<file path="src/rtl/sm_fetch_buffer.sv">
// sm_fetch_buffer: instruction prefetch stage between the node ROM and core decode.
// Drives the ROM word address, captures the combinational ROM word into a small
// FIFO, and hands entries to the core over valid/ready. Supports redirect/flush
// and stops fetching after the last ROM word.
module sm_fetch_buffer #(
  parameter int          DEPTH    = 4,
  parameter int          ROM_SIZE = 128,
  parameter logic [31:0] RESET_PC = 32'h0
) (
  input  logic                     clk,
  input  logic                     rst,
  output logic [31:0]              im_addr,
  input  logic [31:0]              im_data,
  input  logic                     redirect,
  input  logic [31:0]              redirect_pc,
  output logic [31:0]              instr,
  output logic [31:0]              instr_pc,
  output logic                     instr_valid,
  input  logic                     instr_ready,
  output logic [$clog2(DEPTH):0]   count,
  output logic                     halted
);

  localparam int PW = $clog2(DEPTH);
  localparam int CW = PW + 1;
  localparam logic [CW-1:0] DEPTH_C   = CW'(DEPTH);
  localparam logic [29:0]   ROM_WORDS = 30'(ROM_SIZE);
  localparam logic [29:0]   ROM_LAST  = 30'(ROM_SIZE - 1);

  typedef enum logic {
    FETCH = 1'b0,
    HALT  = 1'b1
  } state_t;

  state_t         state_q;
  state_t         state_d;

  logic [31:0]    fetch_pc;
  logic [PW-1:0]  wr_ptr;
  logic [PW-1:0]  rd_ptr;
  logic [31:0]    mem_data [DEPTH];
  logic [31:0]    mem_pc   [DEPTH];

  logic [29:0]    pc_word;
  logic           in_range;
  logic           at_last;
  logic           target_in_range;
  logic           push;
  logic           pop;
  logic           unused_pc_lsbs;

  // Address decode of the current fetch pointer and the redirect target
  always_comb begin
    pc_word         = fetch_pc[31:2];
    in_range        = (pc_word < ROM_WORDS);
    at_last         = (pc_word == ROM_LAST);
    target_in_range = (redirect_pc[31:2] < ROM_WORDS);
    unused_pc_lsbs  = ^redirect_pc[1:0];
  end

  // Handshake and fill qualifiers; a push never happens from an out-of-range address
  always_comb begin
    pop  = instr_valid & instr_ready;
    push = (state_q == FETCH) & in_range & ((count < DEPTH_C) | pop) & ~redirect;
  end

  // State register
  always_ff @(posedge clk) begin
    if (rst) state_q <= FETCH;
    else     state_q <= state_d;
  end

  // Next-state: redirect overrides, otherwise halt after the last word or on an out-of-range pc
  always_comb begin
    state_d = state_q;
    if (redirect) begin
      state_d = target_in_range ? FETCH : HALT;
    end else begin
      unique case (state_q)
        FETCH: begin
          if (push && at_last) state_d = HALT;
          else if (!in_range)  state_d = HALT;
        end
        HALT:    state_d = HALT;
        default: state_d = FETCH;
      endcase
    end
  end

  // Outputs: head is forced to zero when the FIFO is empty
  always_comb begin
    halted      = (state_q == HALT);
    instr_valid = (count != '0);
    instr       = instr_valid ? mem_data[rd_ptr] : '0;
    instr_pc    = instr_valid ? mem_pc[rd_ptr]   : '0;
    im_addr     = {2'b00, fetch_pc[31:2]};
  end

  // Fetch pointer, FIFO pointers and occupancy; redirect flushes everything
  always_ff @(posedge clk) begin
    if (rst) begin
      fetch_pc <= RESET_PC;
      wr_ptr   <= '0;
      rd_ptr   <= '0;
      count    <= '0;
    end else if (redirect) begin
      fetch_pc <= {redirect_pc[31:2], 2'b00};
      wr_ptr   <= '0;
      rd_ptr   <= '0;
      count    <= '0;
    end else begin
      if (push) begin
        wr_ptr   <= wr_ptr + 1'b1;
        fetch_pc <= fetch_pc + 32'd4;
      end
      if (pop) rd_ptr <= rd_ptr + 1'b1;
      unique case ({push, pop})
        2'b10:   count <= count + 1'b1;
        2'b01:   count <= count - 1'b1;
        default: count <= count;
      endcase
    end
  end

  // FIFO storage, intentionally not reset
  always_ff @(posedge clk) begin
    if (push) begin
      mem_data[wr_ptr] <= im_data;
      mem_pc[wr_ptr]   <= fetch_pc;
    end
  end

endmodule

</file>
<file path="config.mk">
export PLATFORM = sky130hd
export DESIGN_NAME = sm_fetch_buffer
export DESIGN_NICKNAME = d
export VERILOG_FILES = /design/src/rtl/sm_fetch_buffer.sv
export SDC_FILE = /design/constraint.sdc
export NUM_CORES = 1
export LEC_CHECK = 0
export ABC_AREA = 0
export BUFFER_PORTS_ARGS = -buffer_cell sky130_fd_sc_hd__buf_2
export CAP_MARGIN = 20
export CORE_UTILIZATION = 25
export DETAILED_ROUTE_END_ITERATION = 6
export GPL_TIMING_DRIVEN = 0
export HOLD_SLACK_MARGIN = 0.05
export PLACE_DENSITY = 0.41
export SLEW_MARGIN = 20
export SYNTH_ARGS = -nofsm -noshare
export SYNTH_HDL_FRONTEND = slang
export SYNTH_SLANG_ARGS = --single-unit
</file>
<file path="constraint.sdc">
create_clock -name clk -period 10.7 [get_ports clk]
set_clock_uncertainty 0.2 [all_clocks]
set_input_delay 0 -clock clk [delete_from_list [all_inputs] [get_ports clk]]
set_output_delay 0 -clock clk [all_outputs]
set_load 0.05 [all_outputs]
</file>
; Word level (Yosys, flattened, before mapping)
; Memory sizes are Yosys's and may differ from the RTL's. A register that Yosys moved wholly into a read port is not among the register bits.
; Cells that the tools add are included.
[word_totals]
memories = 2
inputBits = 68
ramBits = 256
output_inout_bits = 101
ff_bits = 40
elab_cells = 47
[classes]
bitwise_logic = 7
n_lt_le_gt_ge = 3
mux = 16
reduce_logical = 5
eq_ne = 3
n_addsub = 5
[memory_table]
columns = memory, depth, word_bits, read_ports, rd_clocked_by_memory_dff, wr, line_no
row1 = mem_data, 4, 32, 1, 1, 1, 41  ; logic [31:0] mem_data [DEPTH];
row2 = mem_pc, 4, 32, 1, 1, 1, 42  ; logic [31:0] mem_pc [DEPTH];
[op_table]
columns = op, n
row1 = 32-bit two-way mux, 4
row2 = "30-bit by 8-bit < comparator with 1-bit output, second input constant", 2
row3 = "32-bit by 3-bit adder with 32-bit output, second input constant", 1
row4 = "30-bit by 7-bit equality test with 1-bit output, second input constant", 1
row5 = 2-bit two-way mux, 4
row6 = 1-bit two-way mux, 6
row7 = 3-bit case mux with 2 select lines, 1
row8 = "2-bit by 1-bit adder with 2-bit output, second input constant", 2
row9 = 1-bit bitwise AND, 4
row10 = 2-bit nonzero test, 2
row11 = "3-bit by 1-bit adder with 3-bit output, second input constant", 1
row12 = "3-bit < comparator, second input constant", 1
row13 = 3-bit nonzero test, 1
row14 = "3-bit by 1-bit subtractor with 3-bit output, second input constant", 1
row15 = "2-bit by 1-bit equality test with 1-bit output, second input constant", 1
row16 = "2-bit equality test, second input constant", 1
row17 = 1-bit inverter, 2
row18 = 1-bit case mux with 2 select lines, 1
row19 = 2-bit OR reduction, 1
row20 = 1-bit logical AND, 1
row21 = 1-bit bitwise OR, 1

; Logic depth before layout (Yosys ltp)
; Gate-level depths: netlist of run 1.
[logic_depth]
ltp_word = 9
mapped_depth = 10
mapped_depth_nobuf = 9

; Least setup slack after synthesis of run 1
; No wires, ideal clock.
[synth_path]
kind = register to register
start = register fetch_pc[27]
end = memory mem_data[0][0], enable pin
n_path_buf = 0
path_stages_with_launch = 5
arrival_ns = 4.253
synth_period_minus_slack_ns = 4.935
required_ns = 10.018
slack_ns = 5.765
setup_time_ns = 0.482
cell_sequence = dfxtp_1 > or4_4 > nor3_4 > nand3_1 > nor2_1
[synth_between]
elab_chain_len = 6
[synth_lines]
columns = element, line_no
row1 = "start, declared", 38  ; logic [31:0] fetch_pc;
row2 = "start signal, assigned", 107  ; fetch_pc <= {redirect_pc[31:2], 2'b00};
row3 = "start signal, assigned", 114  ; fetch_pc <= fetch_pc + 32'd4;
row4 = 30-bit by 8-bit < comparator with 1-bit output, 55  ; in_range = (pc_word < ROM_WORDS);
row5 = 1-bit bitwise AND (3 in a row), 64  ; push = (state_q == FETCH) & in_range & ((count < DEPTH_C) | pop) & ~redirect;
row6 = 1-bit two-way mux, 127  ; if (push) begin
row7 = 1-bit two-way mux (not written as such), 128  ; mem_data[wr_ptr] <= im_data;
row8 = "end, declared", 41
; Every way passes these cells.

; Final worst setup path of run 1
[layout_path]
start = register fetch_pc[28]
end = memory mem_data[0][19], enable pin
; Same word-level chain as after synthesis.

==> results of run 1 <==
==> worst max-delay path by stage <==
stage	slack [ps]	cells past startpoint	to
2_1_floorplan	5760	4	mem_data[0][0]
4_1_cts	6970	6	mem_data[0][19]
3_3_place_gp	2530	4	mem_data[2][4]
6_report	7060	6	mem_data[0][19]
5_1_grt	6900	6	mem_data[0][2]
3_5_place_dp	7000	6	mem_data[0][4]
==> worst max-delay path, stage by stage (launching register included) <==
cell,delay (ps)
dfxtp_1,440
or4_1,630
nor3_4,340
nand3_1,490
nor2_4,770
buf_16,250
buf_12,200
==> power breakdown <==
| part | switching (mW) | total [mW] | internal [mW] |
|---|---|---|---|
| Sequential | 0.0194 | 1.25 | 1.23 |
| Clock | 0.468 | 1.18 | 0.713 |
| Combinational | 0.0743 | 0.134 | 0.0602 |
| Total | 0.562 | 2.56 | 2.00 |
==> state kept, by name (all words and copies together), names as in the netlist, named ones only <==
register and cells:
count 3, fetch_pc 30, halted 1, mem_data 128
mem_pc 120, rd_ptr 2, wr_ptr 2
==> timing repair <==
| item | CTS | global route |
|---|---|---|
| endpoints found under the hold margin | 168 | 4 |
| gates resized for setup | 0 | 0 |
| hold buffers | 118 | 1 |
==> placed cells by master, fill, tap and decap left out, types with 7 or more instances in the layout <==
master and instances:
inv_1 12, mux2i_1 23, clkbuf_16 37, clkbuf_1 21
dfxtp_1 40, dlygate4sd3_1 119, edfxtp_1 248, nand3_1 10
mux4_2 62, clkinv_1 7, nor4_1 8, buf_12 9
nor2_1 33, and2_1 63, buf_2 170, buf_1 8
==> area by class of cell <==
cell class	count	share of cell area [%]
Sequential cell	288	53.2
Buffer	34	0.984
Timing Repair Buffer	293	14.6
Clock inverter	20	1.15
Tap cell	592	4.78
Inverter	12	0.290
Multi-Input combinational cell	277	18.8
Clock buffer	45	6.23
==> cells by family after synthesis <==
| family | count (synthesis) | share of synthesized area, % |
|---|---|---|
| compound gates | 27 | 1.59 |
| xor+xnor | 4 | 0.310 |
| fa+ha+maj | 7 | 0.840 |
| buf+inv | 46 | 1.75 |
| flops | 288 | 72.9 |
| mux | 85 | 14.4 |
| other cells | 1 | 0.0331 |
| simple gates | 150 | 8.22 |
==> per-layer routing <==
layer  vias up  global-route usage (%)
met1      3408                    18.0
met4         0                    3.88
li1       3069                       -
met5         -                       0
met3        46                    2.62
met2       177                    22.3
==> metrics by stage <==
step,power [mW],util [%],hold slack (ps),area (um2),std cells
CTS,2.61,34.9,50.4,15500,1560
global placement,1.37,29.0,23.0,12900,1365
global route,2.66,34.9,65.0,15500,1561
detailed placement,1.37,29.7,23.4,13200,1377
finish,2.56,34.9,77.3,15500,1561
floorplan,1.32,-,-101,11300,611
==> synthesized netlist by cell type (4+ instances only) <==
library cell / number
a21oi_1: 6
and2_1: 63
buf_1: 8
buf_2: 8
buf_4: 4
clkbuf_1: 14
dfxtp_1: 40
edfxtp_1: 248
ha_1: 6
inv_1: 12
mux2i_1: 23
mux4_2: 62
nand3_1: 10
nand4_1: 5
nor2_1: 37
nor4_1: 8
nor4_4: 4
o21ai_0: 6
or4_1: 4
==> run metrics, run 1 <==
CTS buffer count 36; top_reg_cell synth edfxtp_1; DRT Wirelength about 30 mm; CP Launch Point fetch_pc[28]; DRC Markers 0; total global-route track usage roughly 14%; RR Endpoint mem_data[0][19]; Die Y about 210 um; reg-to-reg startpoint fetch_pc[28]; sequential-to-total area share from yosys stat 72.9%; CTS tree built; distinct cell type count after synthesis between 40 and 50; worst min path class in2reg; min Tclk post-route 3640 ps; RD Place Congestion about 0.72; ranking of synthesized cells by area edfxtp_1 (66%), mux4_2 (12%), dfxtp_1 (7.1%), and2_1 (3.5%), mux2i_1 (2.0%); Rel. slew slack 42.0%; cells after synthesis about 610; Wirelength per Cell approximately 20 um; Met2 Wirelength around 15 mm; Synth Cell Area ~0.011 mm2; pre-CTS setup slack 7000 ps; LEAKAGE 5.49 nW; FF+latch count, synth ~290; Sink Count about 290; CTS root buf clkbuf_16; Synth top area share 65.8%; via count 6700; setup bufs post-CTS 0; Max Freq between 0.2 and 0.3 GHz; Fin. Hold Viols 0; Yosys warnings 0; hold-critical path depth 4; EDFF count, synth between 200 and 250; clk buf depth 3; outcome completed; die area about 0.046 mm2; Initial Utilization between 20% and 30%; global-route wire length before repair between 40 and 50 mm; Final WS setup a little over 7000 ps; pwr/cell area about 170 mW/mm2; Worst EP required between 10000 and 15000 ps; CTS H-tree lvls 2; part of the cycle the worst path needs between 30% and 40%; Port Buffer Count about 160; 1st-iter DRT viols approximately 370; final setup violating endpoints 0; Storage cell area 0.00825 mm2; CP arrival roughly 3700 ps; Max IR drop VDD just over 0.09 mV; worst slew pin tran about 870 ps; number of cell rows between 70 and 80; fin. max-slew vios 0; router iterations before antenna repair 5; via/cell ratio 4.29; highest metal layer with signal wires met4; share of layout cells above drive strength 1 between 30% and 40%; RSZ-0062 raised after global routing false; vias in the first global route 7156; Multi-input gate area about 0.0029 mm2; ys async rst share 0%; Routed Antenna Nets 0; Hold Path Sink fetch_pc[13]; wire length on met1 14.0 mm; fillcell total roughly 4300; MaxCap Viol Count 0; leading area contributor after synthesis edfxtp_1; syn avg cell area between 15 and 20 um2; Final TNS setup 0 ps; n_diodes 0; Syn-to-layout area delta 37.0%; crit path max fanout 20; initial antenna violation count 0; Worst R2R Path Depth 6; Die Wd ~210 um; # IOs ~170; worst skew pair latency around 530 ps; routed wl met3 between 1 and 1.5 mm; CP Class reg2reg; pin count of the biggest net entering global routing 21; Worst Hold Launch redirect_pc[13]; crit path launch type flip-flop; Post-DP HPWL roughly 20 mm; nets@finish roughly 1000; crit path capture type flip-flop; GR Overflow Total 0; core area roughly 0.044 mm2; reg2reg setup slack between 7000 and 8000 ps; CTS clk-pin slew, worst paths 50 ps
(Power assumes the default switching activity.)
==> run 2: changes to the inputs <==
==> constraint.sdc (replaced) <==
create_clock -name clk -period 3.4 [get_ports clk]
set_clock_uncertainty 0.2 [all_clocks]
set_input_delay 0 -clock clk [delete_from_list [all_inputs] [get_ports clk]]
set_output_delay 0 -clock clk [all_outputs]
set_load 0.05 [all_outputs]
==> run metrics, run 2 (synthesis results as in run 1) <==
CP Class reg2reg; CTS H-tree lvls 2 (unchanged); initial antenna violation count 0 (unchanged); Port Buffer Count 162 (unchanged); # IOs 169 (unchanged); CP most frequent cell buf_16; Routed Antenna Nets 0 (unchanged); number of cell rows 77 (unchanged); CP arrival 3190 ps (-470 ps); fin cells 1556 (-0.32%); CTS buffer count 35 (-2.8%); max FFs per register 128 (unchanged); worst skew pair latency 520 ps (about the same); pin count of the biggest net entering global routing 21 (unchanged); CP Launch Point fetch_pc[28]; Post-DP HPWL 20.0 mm (-0.25%); share of power burned in the clock network 44.8% (-1.3 points); Die Wd 215 um (unchanged); Top reg by flops mem_data; CTS clk-pin slew, worst paths 50 ps (about the same); net switching power 1.70 mW (+200%); Max Freq 0.316 GHz (+15%); share of power burned in registers 49.8% (+1.1 points); outcome completed; router iterations before antenna repair 4 (-1); Sink Count 288 (unchanged); Storage cell area 0.00825 mm2 (unchanged); Sw Ratio 21.6% (-0.35 points); final setup violating endpoints 0 (unchanged); reg-to-reg startpoint fetch_pc[28]; min Tclk post-route 3160 ps (-479 ps); Max IR drop VDD 0.275 mV (+200%); RSZ-0062 raised after global routing false; wire length on met1 13.8 mm (-1.6%); total global-route track usage 13.0% (-0.50 points); Worst R2R Path Depth 8 (+2); RD Place Congestion 0.702 (-1.9%); n_diodes 0 (unchanged); via count 6590 (-1.6%); hold-critical path depth 4 (unchanged); Design Area, Final 0.0155 mm2 (unchanged); routed wl met3 1.49 mm (+4.9%); part of the cycle the worst path needs 93.1% (+59 points); via/cell ratio 4.24 (-1.3%); CP bufs+invs 4 (+2); Die Y 215 um (unchanged); MaxCap Viol Count 0 (unchanged); worst slew pin tran 811 ps (-58.6 ps); fin. max-slew vios 0 (unchanged); share of layout cells above drive strength 1 32.2% (-0.14 points); Initial Utilization 25.5% (unchanged); biggest cell delay along the critical path 630 ps (-140 ps); pwr/cell area 508 mW/mm2 (+210%); LEAKAGE 5.47 nW (-0.34%); reg2reg setup slack 240 ps (-6820 ps); commonest non-fill, non-tap cells in the layout edfxtp_1 (248), buf_2 (170), dlygate4sd3_1 (113), and2_1 (63), mux4_2 (62); commonest non-fill, non-tap cell in the layout edfxtp_1; crit path max fanout 13 (-35%); clk buf depth 3 (unchanged); DRC Markers 0 (unchanged); Top Registers mem_data: 128 flops, mem_pc: 120 flops, fetch_pc: 30 flops; Met2 Wirelength 14.1 mm (-5.0%); worst min path class in2reg; nets@finish 1014 (-0.29%); 1st-iter DRT viols 326 (-13%); Fin. Hold Viols 0 (unchanged); Multi-input gate area 0.00292 mm2 (+0.17%); RR Endpoint mem_data[3][9]; core area 0.0444 mm2 (unchanged); highest metal layer with signal wires met4; Power Total 7.87 mW (+210%); Worst EP required 3420 ps (-7300 ps); crit path capture type flip-flop; Worst Hold Launch redirect; global-route wire length before repair 44.6 mm (-4.1%); Cells after DPL 1380 (+0.22%); CP delay by family, top simple AND/OR/NAND/NOR gates; CP Cell Sequence or4_1, nor3_4, nand3_2, nor2_4, buf_16, buf_16, buf_16, buf_8; CTS root buf clkbuf_16; Hold Path Sink fetch_pc[14]; Syn-to-layout area delta 37.0% (unchanged); Rel. slew slack 45.9% (+3.9 points); DRT Wirelength 30.0 mm (-2.8%); Area after DPL 0.0133 mm2 (+0.82%); die area 0.0461 mm2 (unchanged); GR Overflow Total 0 (unchanged); Slowest-stage cell, CP or4_1; CTS tree built; internal power 6.17 mW (+210%); combinational fraction of design power 5.3% (about the same); vias in the first global route 6934 (-3.1%); Wirelength per Cell 19.3 um (-2.4%); fillcell total 4269 (-0.61%); crit path launch type flip-flop
[run 2: how the worst max path moves through the flow]
stage	cells after the start	slack, ps	endpoint
global placement	4	-2460	mem_data[3][6]
detailed placement	8	-290	mem_data[3][6]
CTS	8	190	mem_data[3][1]
finish	8	240	mem_data[3][9]
floorplan	4	-560	mem_data[0][0]
global route	9	30	count[2]
[run 2: what timing repair did]
action	4_1_cts	5_1_grt
endpoints found under the setup margin	23	0
endpoints found under the hold margin	168	0
hold buffers	113	0
setup buffers	1	0
gates resized for setup	1	0
[run 2: metal layers]
layer	vias up	track usage, %
met2	167	20.9
met5	-	0
li1	3072	-
met3	42	2.70
met4	0	3.98
met1	3309	17.6
[run 2: area by class of cell]
type	count	share of cell area, %
Buffer	34	0.984
Clock inverter	13	0.807
Timing Repair Buffer	291	15.0
Tap cell	592	4.78
Multi-Input combinational cell	277	18.8
Clock buffer	49	6.19
Sequential cell	288	53.2
Inverter	12	0.290
[run 2: through the flow]
step	TNS [ps]	utilization, %	worst slack [ps]	hold slack (ps)
2_1_floorplan	-138510	-	-558	-101
3_3_place_gp	-598960	29.0	-2460	22.0
3_5_place_dp	-4410	29.9	-288	19.8
4_1_cts	0	34.9	195	50.4
5_1_grt	0	34.9	27.7	62.9
6_report	0	34.9	236	66.0
[run 2: power by group through the flow]
stage,logic [mW],clock network [mW],registers [mW]
after floorplan,0.112,0,4.05
after global placement,0.311,0,4.00
after detailed placement,0.314,0,4.00
after CTS,0.422,3.66,3.93
after global routing,0.450,3.78,3.93
final,0.420,3.53,3.92
[run 2: worst register-to-register path: cells and delay by family (launching register included)]
family	cells	cell delay, ps
and+or+nand+nor	4	1570
DFF	1	440
buffers and inverters	4	650
==> run 3: changes to the inputs <==
--- a/config.mk
+++ b/config.mk
@@ -5,8 +5,8 @@
 export SDC_FILE = /design/constraint.sdc
 export NUM_CORES = 1
 export LEC_CHECK = 0
-export ABC_AREA = 0
-export BUFFER_PORTS_ARGS = -buffer_cell sky130_fd_sc_hd__buf_2
+export ABC_AREA = 1
+export BUFFER_PORTS_ARGS = -buffer_cell sky130_fd_sc_hd__buf_4
 export CAP_MARGIN = 20
 export CORE_UTILIZATION = 25
 export DETAILED_ROUTE_END_ITERATION = 6
==> run metrics, run 3 <==
outcome completed; number of cell rows 78 (+1.3%); met3 Usage GRT 2.87% (+0.16 points); Final TNS setup 0 ps (unchanged); leading area contributor after synthesis edfxtp_1; Syn-to-layout area delta 42.4%; die area 0.0471 mm2 (+2.2%); FF+latch count, synth 288 (unchanged); hold-critical path depth 6 (+2); fin. max-slew vios 0 (unchanged); Top Registers mem_data: 128 flops, mem_pc: 120 flops, fetch_pc: 30 flops; RSZ-0062 raised after global routing false; via/cell ratio 4.34 (+2.4%); max FFs per register 128 (unchanged); Synth top area share 64.4% (-1.4 points); initial antenna violation count 0 (unchanged); commonest non-fill, non-tap cell in the layout nor2_1; worst min path class in2reg; nets@finish 1460 (+44%); RD Place Congestion 0.757 (+7.7%); CTS tree built; total global-route track usage 15.3% (+2.3 points); Post-DP HPWL 22.9 mm (+15%); Die Wd 217 um (+1.1%); 1st-iter DRT viols 380 (+17%); Top reg by flops mem_data; Wirelength per Cell 17.8 um (-7.6%); DRC Markers 0 (unchanged); part of the cycle the worst path needs 90.4% (-2.7 points); CTS clk-pin slew, worst paths 60 ps (about the same); pwr/cell area 475 mW/mm2 (-6.3%); syn avg cell area 11.4 um2 (-39%); CP arrival 3350 ps (+160 ps); Rel. slew slack 45.3% (-0.60 points); pre-CTS setup slack 484 ps (+771 ps); min Tclk post-route 3070 ps (-91.0 ps); global-route wire length before repair 53.8 mm (+21%); clk buf depth 3 (unchanged); CP bufs+invs 6 (+2); biggest cell delay along the critical path 570 ps (-60 ps); top-count cell post-synth nor2_1; core area 0.0455 mm2 (+2.4%); router iterations before antenna repair 5 (+1); sequential-to-total area share from yosys stat 71.3% (-1.6 points); LEAKAGE 6.13 nW (+12%); Die Y 217 um (+1.1%); top_reg_cell synth edfxtp_1; Worst EP required 3670 ps (+250 ps); GRT met1 Usage 20.7% (+3.1 points); crit path max fanout 10 (-3); reg2reg setup slack 340 ps (+100 ps); Max Freq 0.325 GHz (+3.0%); DRT Wirelength 35.8 mm (+19%); CTS H-tree lvls 2 (unchanged); # IOs 169 (unchanged); ys async rst share 0% (unchanged); CTS buffer count 35 (unchanged); vias in the first global route 8753 (+26%); CP most frequent cell dlygate4sd3_1; GR Overflow Total 0 (unchanged); worst skew pair latency 530 ps (about the same); EDFF count, synth 248 (unchanged); Routed Antenna Nets 0 (unchanged); pin count of the biggest net entering global routing 21 (unchanged); CTS root buf clkbuf_16; final setup violating endpoints 0 (unchanged); met2 usage 24.6% (+3.7 points); cells after synthesis 1017 (+67%); Port Buffer Count 161 (-0.62%); worst slew pin tran 820 ps (+9.06 ps); distinct cell type count after synthesis 35 (-26%); Synth Cell Area 0.0116 mm2 (+2.2%); Max IR drop VDD 0.244 mV (-11%); Fin. Hold Viols 0 (unchanged); CP Cell Sequence dlygate4sd3_1, buf_2, nand2_1, dlygate4sd3_1, o21ai_0, dlygate4sd3_1, nand2_1, dlygate4sd3_1, a21oi_1, dlygate4sd3_1; CP delay by family, top buffers and inverters; Final WS setup 327 ps (+91.0 ps); Critical Path Stages 10 (+2); crit path launch type input port; n_diodes 0 (unchanged); Synth top cells by count nor2_1 (290), edfxtp_1 (248), o21ai_0 (132), a21oi_1 (94), nand2_1 (61); Yosys warnings 0 (unchanged); crit path capture type flip-flop; CP Class in2reg; MaxCap Viol Count 0 (unchanged); Sink Count 288 (unchanged); share of layout cells above drive strength 1 19.3% (-13 points); commonest non-fill, non-tap cells in the layout nor2_1 (286), edfxtp_1 (248), buf_4 (172), dlygate4sd3_1 (154), o21ai_0 (132); Slowest-stage cell, CP dlygate4sd3_1; ranking of synthesized cells by area edfxtp_1 (64%), nor2_1 (9.4%), dfxtp_1 (6.9%), o21ai_0 (5.7%), a21oi_1 (4.1%); Worst R2R Path Depth 8 (unchanged); Initial Utilization 25.4% (-0.038 points); GR peak layer met2; via count 8705 (+32%)
run 3: cell families (layout without fill, tap and decap cells):
logic type,count (synthesis),in the layout,synth area share (%)
AND/OR/NAND/NOR,399,399,13.9
flip-flops,288,288,71.3
AO/OA/AOI/OAI,234,234,10.3
buffers and inverters,85,473,3.46
adder cells (fa/ha/maj),7,7,0.822
XOR/XNOR,2,2,0.151
other,1,4,0.0324
multiplexers,1,1,0.0865
run 3: final cells by class:
cell class              instances  area [um2]
flip-flops and latches        288        8250
inverters                      23        86.3
fillers                      4554       29000
repair buffers                328        3080
plain buffers                  62         314
well taps                     600         751
clock buffers                  50         962
clock inverters                10        75.1
multi-input cells             647        2960
run 3: stage by stage:
stage | utilization, % | power [mW] | cell area [um2] | hold WS, ps | std cells
4_1_cts | 36.2 | 7.93 | 16500 | 173 | 2008
2_1_floorplan | - | 4.14 | 11600 | -101 | 1020
6_report | 36.2 | 7.83 | 16500 | 224 | 2008
3_5_place_dp | 30.6 | 4.31 | 13900 | 6.43 | 1794
5_1_grt | 36.2 | 8.09 | 16500 | 254 | 2008
3_3_place_gp | 29.8 | 4.31 | 13600 | 4.14 | 1781
run 3: path summary, 6_finish.rpt:
| kind | from | endpoint |
|---|---|---|
| worst max-delay path | redirect | fetch_pc[2] |
| worst min-delay path | redirect_pc[9] | fetch_pc[9] |
| worst max register to register | fetch_pc[2] | fetch_pc[3] |
| worst min register to register | rd_ptr[1] | flip-flop |
run 3: metal layers:
metal	part of all wire [%]	vias to the layer above
met3	4.7	45
li1	-	4286
met4	2.2	0
met1	46	4160
met5	0	-
met2	47	214
run 3: timing repair:
item / 4_1_cts / 5_1_grt
hold buffers: 154 / 0
endpoints found under the hold margin: 168 / 0
resized for setup: 0 / 0
setup buffers: 0 / 0
run 3: tightest hold or removal path, delay by kind of cell:
family,cells,cell delay [ps]
and+or+nand+nor,3,180
buffers and inverters,2,640
AOI/OAI and AO/OA,1,100
run 3: where the power goes:
group	switching (mW)	total, mW	internal (mW)
clock network	1.42	3.46	2.04
logic	0.229	0.464	0.235
registers	0.0537	3.91	3.86
total	1.70	7.83	6.13
